File: src/rtl/decoder_arbiter.sv
// decoder_arbiter: round-robin arbiter that forwards one requester's access
// to a single downstream decoder port, with a bounded wait for dec_ready.
//
// Ports:
//   clk, rst                 clock, synchronous active-high reset
//   req, req_we              per-requester request level and write enable
//   req_addr, req_wdata      per-requester address/data, slice i belongs to requester i
//   gnt, done, err           one-hot grant, completion pulse, timeout pulse
//   rdata                    read data, valid while done is high
//   dec_valid, dec_we,
//   dec_addr, dec_wdata      downstream transaction
//   dec_ready, dec_rdata     downstream completion and read data
module decoder_arbiter #(
  parameter int unsigned NREQ    = 4,
  parameter int unsigned AW      = 8,
  parameter int unsigned DW      = 32,
  parameter int unsigned TIMEOUT = 15
) (
  input  logic                 clk,
  input  logic                 rst,
  input  logic [NREQ-1:0]      req,
  input  logic [NREQ-1:0]      req_we,
  input  logic [NREQ*AW-1:0]   req_addr,
  input  logic [NREQ*DW-1:0]   req_wdata,
  output logic [NREQ-1:0]      gnt,
  output logic [NREQ-1:0]      done,
  output logic                 err,
  output logic [DW-1:0]        rdata,
  output logic                 dec_valid,
  output logic                 dec_we,
  output logic [AW-1:0]        dec_addr,
  output logic [DW-1:0]        dec_wdata,
  input  logic                 dec_ready,
  input  logic [DW-1:0]        dec_rdata
);

  localparam int unsigned IW = (NREQ > 1) ? $clog2(NREQ) : 1;
  localparam int unsigned CW = 8;

  typedef enum logic [1:0] {
    IDLE  = 2'd0,
    ISSUE = 2'd1,
    DONE  = 2'd2
  } state_t;

  state_t          r_state, w_state;
  logic [NREQ-1:0] r_gnt, w_gnt;
  logic [NREQ-1:0] r_done, w_done;
  logic            r_err, w_err;
  logic [DW-1:0]   r_rdata, w_rdata;
  logic            r_valid, w_valid;
  logic            r_we, w_we;
  logic [AW-1:0]   r_addr, w_addr;
  logic [DW-1:0]   r_wdata, w_wdata;
  logic [CW-1:0]   r_cnt, w_cnt;
  logic [IW-1:0]   r_gidx, w_gidx;
  logic [IW-1:0]   r_last, w_last;

  logic [IW-1:0]   w_win;
  logic [IW-1:0]   w_idx;
  logic            w_any;

  // Round-robin pick: scan from last+NREQ down to last+1 so the nearest
  // index after last_granted is the final (winning) assignment.
  always_comb begin
    w_win = r_last;
    w_idx = '0;
    w_any = |req;
    for (int k = NREQ; k >= 1; k--) begin
      w_idx = IW'((int'(r_last) + k) % NREQ);
      if (req[w_idx]) begin
        w_win = w_idx;
      end
    end
  end

  // Next-state and next-output logic; every output is registered.
  always_comb begin
    w_state = r_state;
    w_gnt   = r_gnt;
    w_done  = '0;
    w_err   = 1'b0;
    w_rdata = r_rdata;
    w_valid = r_valid;
    w_we    = r_we;
    w_addr  = r_addr;
    w_wdata = r_wdata;
    w_cnt   = r_cnt;
    w_gidx  = r_gidx;
    w_last  = r_last;
    case (r_state)
      IDLE: begin
        if (w_any) begin
          w_state        = ISSUE;
          w_gnt          = '0;
          w_gnt[w_win]   = 1'b1;
          w_gidx         = w_win;
          w_we           = req_we[w_win];
          w_addr         = req_addr[int'(w_win)*AW +: AW];
          w_wdata        = req_wdata[int'(w_win)*DW +: DW];
          w_valid        = 1'b1;
          w_cnt          = '0;
        end
      end
      ISSUE: begin
        // dec_ready wins over a simultaneous timeout
        if (dec_ready) begin
          w_state = DONE;
          w_done  = r_gnt;
          w_valid = 1'b0;
          if (!r_we) begin
            w_rdata = dec_rdata;
          end
        end else if (r_cnt == CW'(TIMEOUT - 1)) begin
          w_state = DONE;
          w_done  = r_gnt;
          w_err   = 1'b1;
          w_valid = 1'b0;
          w_rdata = '0;
        end else begin
          w_cnt = r_cnt + CW'(1);
        end
      end
      DONE: begin
        w_state = IDLE;
        w_gnt   = '0;
        w_last  = r_gidx;
      end
      default: begin
        w_state = IDLE;
        w_gnt   = '0;
        w_valid = 1'b0;
      end
    endcase
  end

  // State and output registers
  always_ff @(posedge clk) begin
    if (rst) begin
      r_state <= IDLE;
      r_gnt   <= '0;
      r_done  <= '0;
      r_err   <= 1'b0;
      r_rdata <= '0;
      r_valid <= 1'b0;
      r_we    <= 1'b0;
      r_addr  <= '0;
      r_wdata <= '0;
      r_cnt   <= '0;
      r_gidx  <= '0;
      r_last  <= IW'(NREQ - 1);
    end else begin
      r_state <= w_state;
      r_gnt   <= w_gnt;
      r_done  <= w_done;
      r_err   <= w_err;
      r_rdata <= w_rdata;
      r_valid <= w_valid;
      r_we    <= w_we;
      r_addr  <= w_addr;
      r_wdata <= w_wdata;
      r_cnt   <= w_cnt;
      r_gidx  <= w_gidx;
      r_last  <= w_last;
    end
  end

  assign gnt       = r_gnt;
  assign done      = r_done;
  assign err       = r_err;
  assign rdata     = r_rdata;
  assign dec_valid = r_valid;
  assign dec_we    = r_we;
  assign dec_addr  = r_addr;
  assign dec_wdata = r_wdata;

endmodule
File: config.mk
export PLATFORM = sky130hd
export DESIGN_NAME = decoder_arbiter
export DESIGN_NICKNAME = d
export VERILOG_FILES = /design/src/rtl/decoder_arbiter.sv
export SDC_FILE = /design/constraint.sdc
export NUM_CORES = 1
export LEC_CHECK = 0
export BUFFER_PORTS_ARGS = -buffer_cell sky130_fd_sc_hd__buf_2
export CORE_ASPECT_RATIO = 0.75
export CORE_MARGIN = 5
export CORE_UTILIZATION = 35
export CTS_CLUSTER_DIAMETER = 60
export DETAILED_ROUTE_END_ITERATION = 8
export PLACE_DENSITY_LB_ADDON = 0.12
export SLEW_MARGIN = 30
export SYNTH_ARGS = -nofsm -noshare
export SYNTH_HDL_FRONTEND = slang
export SYNTH_SLANG_ARGS = --single-unit
File: constraint.sdc
create_clock -name clk -period 1.65 [get_ports clk]
set_input_delay 0.0825 -clock clk [delete_from_list [all_inputs] [get_ports clk]]
set_output_delay 0.0825 -clock clk [all_outputs]
set_load 0.005 [all_outputs]
==> results by group <==
Run status
  – Status: finished with violations
  – Failing checks: negative setup slack

Logic synthesis
  – Number of distinct library cells after synthesis: 42
  – Mapped Cells: 461
  – #FFs+latches synth: 97
  – Seq/Total Area, Yosys: 0.396
  – Syn avg cell area: 10.6 µm²
  – Synth Cell Area: 0.00491 mm²
  – Ys Warns: 0
  – Syn nets: 666

Cells and area
  – Fin cells: 981
  – Layout cell share with drive strength beyond 1: 0.576
  – Most common cell after layout, fill and taps aside: buf_2
  – Most frequent cells in the layout: 285 x buf_2, 93 x dfxtp_1, 46 x nor2_1
  – Net count, final: 1,005
  – Filler Cell Count: 1,162
  – Synthesis-to-finish area growth: 65.2%

Worst setup path
  – Crit path largest cell delay: 0.35 ns
  – Worst R2R Path Depth: 8
  – CP max stage cell: dfxtp_2
  – Worst EP arrival: 1.96 ns
  – CP Launch Type: flop
  – CP Capture Type: flop
  – Worst R2R Start: r_last[0]$_SDFFE_PP1P_
  – Setup Crit Path Kind: flop to flop
  – End of the worst register-to-register path: dec_wdata[7]$_SDFFE_PP0P_
  – CP Cell Sequence: nand2b_4 -> o21ai_2 -> a221oi_4 -> buf_6 -> buf_12 -> clkbuf_16 -> mux2i_2 -> a221oi_2
  – CP max FO: 6
  – Crit path required time: 1.87 ns
  – Reg2reg setup slack: -0.08 ns

Clocking
  – Root Buffer: clkbuf_16
  – Clock-pin slew on the worst setup and hold paths: 0.08 ns
  – Clk buf depth: 2
  – Num Clock Sinks: 97
  – Cts bufs inserted: 9
  – Clock latency on the worst-skew pair: 0.35 ns
  – CTS H-tree lvls: 3
  – CTS tree: done

Global route
  – Gr usage total: 0.208
  – Vias in the first global route: 5,469
  – Total grt overflow: 0
  – Largest net degree at the start of global routing: 35
  – First-pass GRT wire length: 28,300 µm
  – Initial antenna violation count: 1

Placed design
  – Final GP Congestion: 0.833
  – Placed cell count: 922
  – Final HPWL DP: 12,900 µm
  – Pre-CTS WS: -0.162 ns
  – I/O Buffers: 285

Timing
  – Max Clk Rate: 577 MHz
  – Min cycle time layout: 1.73 ns
  – Max-slew violation count: 0
  – Clock Skew: 0.0125 ns
  – Fin crit share: 1.05
  – Rel. slew slack: 0.696
  – Setup WS post-layout: -0.0842 ns
  – Final setup fails: 35
  – Final Hold Viols: 0
  – RSZ-0062 raised after global routing: yes
  – Actual slew at the worst max-slew pin: 0.456 ns

Detailed routing
  – First drt pass iteration count: 4
  – # DRC: 0
  – Average wire per standard cell: 18.3 µm
  – Routed vias: 5,034
  – Starting DRC count in detailed routing: 244
  – Overall routed net length: 17,900 µm
  – Antenna-violating nets left: 0
  – Via-to-Cell Ratio: 5.13

Power and ir drop
  – PwrDens: 890 mW/mm²
  – Worst vdd ir: 0.591 mV
  – Leak: 3.79 nW

Die
  – Initial Util: 0.357
  – DIE AREA: 0.0165 mm²
  – CORE AREA: 0.0137 mm²
  – Die Wd: 147 µm
  – I/O pin total: 286
  – Row cnt: 37
  – Die Y: 113 µm

Min path
  – Min-Delay Path Depth: 3
  – Hold endpoint: rdata[29]$_SDFFE_PP0P_
  – Min-delay src: dec_rdata[29]
  – Type of the most critical hold path: input port to flop

Run
  – MaxCap Viol Count: 0
cell families (layout without fill, tap and decap cells):
| group | Yosys count | after routing | share of synthesized area |
|---|---|---|---|
| flip-flops | 97 | 97 | 0.396 |
| AND/OR/NAND/NOR | 87 | 87 | 0.0898 |
| adder cells (fa/ha/maj) | 2 | 2 | 0.00510 |
| AO/OA/AOI/OAI | 139 | 139 | 0.270 |
| buffers and inverters | 46 | 390 | 0.0571 |
| multiplexers | 84 | 84 | 0.171 |
| other | 0 | 1 | 0 |
| XOR/XNOR | 6 | 6 | 0.0107 |
cells in the mapped netlist:
cell / n / area, µm²
a21o_1: 2 / 15.0
inv_1: 3 / 11.3
clkbuf_4: 1 / 7.51
and4b_1: 1 / 10.0
nand4_1: 2 / 12.5
nor4_4: 1 / 21.3
and3_1: 2 / 12.5
o22a_1: 1 / 8.76
o31ai_1: 1 / 7.51
buf_8: 1 / 15.0
xnor2_1: 6 / 52.6
nor4_1: 1 / 6.26
o21ai_1: 1 / 5.00
buf_6: 2 / 22.5
nor2b_1: 5 / 31.3
a21oi_1: 5 / 25.0
nor3_2: 3 / 30.0
nand2_1: 5 / 18.8
buf_2: 8 / 40.0
a22oi_1: 34 / 255
buf_12: 3 / 60.1
a221oi_1: 6 / 52.6
buf_4: 5 / 37.5
mux2i_1: 84 / 841
dfxtp_1: 97 / 1940
o211ai_1: 1 / 7.51
nor4b_1: 1 / 8.76
a221oi_2: 36 / 541
and2_1: 5 / 31.3
a211o_1: 2 / 17.5
a21oi_2: 1 / 8.76
a2111oi_2: 2 / 30.0
o21bai_1: 42 / 315
nor3_1: 4 / 20.0
a211oi_1: 5 / 37.5
clkbuf_1: 21 / 78.8
buf_1: 2 / 7.51
nor2_1: 47 / 176
nand3_1: 1 / 5.00
or2_1: 3 / 18.8
nand2b_1: 6 / 37.5
ha_1: 2 / 25.0
worst max-delay path by stage:
stage | from | to | slack (ns)
after CTS | r_last[0]$_SDFFE_PP1P_ | dec_addr[7]$_SDFFE_PP0P_ | -0.09
after global routing | r_last[0]$_SDFFE_PP1P_ | dec_wdata[7]$_SDFFE_PP0P_ | -0.16
final | r_last[0]$_SDFFE_PP1P_ | dec_wdata[7]$_SDFFE_PP0P_ | -0.08
after floorplan | r_cnt[0]$_SDFFE_PP0P_ | r_cnt[7]$_SDFFE_PP0P_ | 0.02
after global placement | r_state[1]$_SDFFE_PP0P_ | dec_addr[7]$_SDFFE_PP0P_ | -0.05
after detailed placement | r_last[0]$_SDFFE_PP1P_ | dec_wdata[24]$_SDFFE_PP0P_ | -0.16
power breakdown:
part | total, mW | internal, mW | switching, mW | leakage (nW)
clock | 2.34 | 1.36 | 0.981 | 0.163
combinational | 2.21 | 1.19 | 1.02 | 2.84
sequential | 2.67 | 2.55 | 0.118 | 0.797
total | 7.22 | 5.10 | 2.12 | 3.79
per-stage QoR:
step / util / TNS [ns] / instance area [µm²] / hold slack, ns / total power [mW]
3_5_place_dp: 0.493 / -3.64 / 6790 / 0.341 / 4.47
4_1_cts: 0.568 / -2.06 / 7810 / 0.00102 / 7.13
2_1_floorplan: - / 0 / 4910 / 0.159 / 3.68
3_3_place_gp: 0.493 / -0.872 / 6790 / 0.331 / 4.44
5_1_grt: 0.590 / -4.95 / 8110 / 0.00400 / 7.59
6_report: 0.590 / -1.64 / 8110 / 0.00969 / 7.22
routing by layer:
metal	track usage	up-vias	wire [µm]
met1	0.242	2411	7280
met5	0	-	0
met4	0.0451	0	207
met3	0.0642	15	1260
li1	-	2426	-
met2	0.375	182	9190
worst max-delay path, delay by kind of cell (launching register included):
| family | cells | cell delay (ns) |
|---|---|---|
| AND/OR/NAND/NOR | 1 | 0.13 |
| flip-flops | 1 | 0.35 |
| AO/OA/AOI/OAI | 3 | 0.44 |
| multiplexers | 1 | 0.24 |
| buffers and inverters | 3 | 0.47 |
final cells by class:
| cell class | count | area [µm²] | share of cell area |
|---|---|---|---|
| inverters | 3 | 11.3 | 0.00139 |
| clock buffers | 9 | 225 | 0.0278 |
| repair buffers | 371 | 2490 | 0.307 |
| multi-input cells | 318 | 3100 | 0.383 |
| flip-flops and latches | 97 | 1950 | 0.240 |
| clock inverters | 7 | 106 | 0.0131 |
| well taps | 175 | 219 | 0.0270 |
| diodes | 1 | 2.50 | 0.000309 |
sequential cells by signal, summed over array words and instances, names as in the netlist:
signal     count
dec_addr       8
dec_valid      1
dec_wdata     32
dec_we         1
done           4
err            1
gnt            4
r_cnt          8
r_gidx         2
r_last         2
r_state        2
rdata         32
what timing repair did:
item / in CTS / in global routing
endpoints found under the setup margin: 42 / 51
endpoints found under the hold margin: 29 / 0
gates resized for setup: 48 / 53
gates cloned: 5 / 2
setup buffers: 7 / 0
hold buffers: 29 / 0
pin swaps: 15 / 24
(Power assumes the default switching activity.)
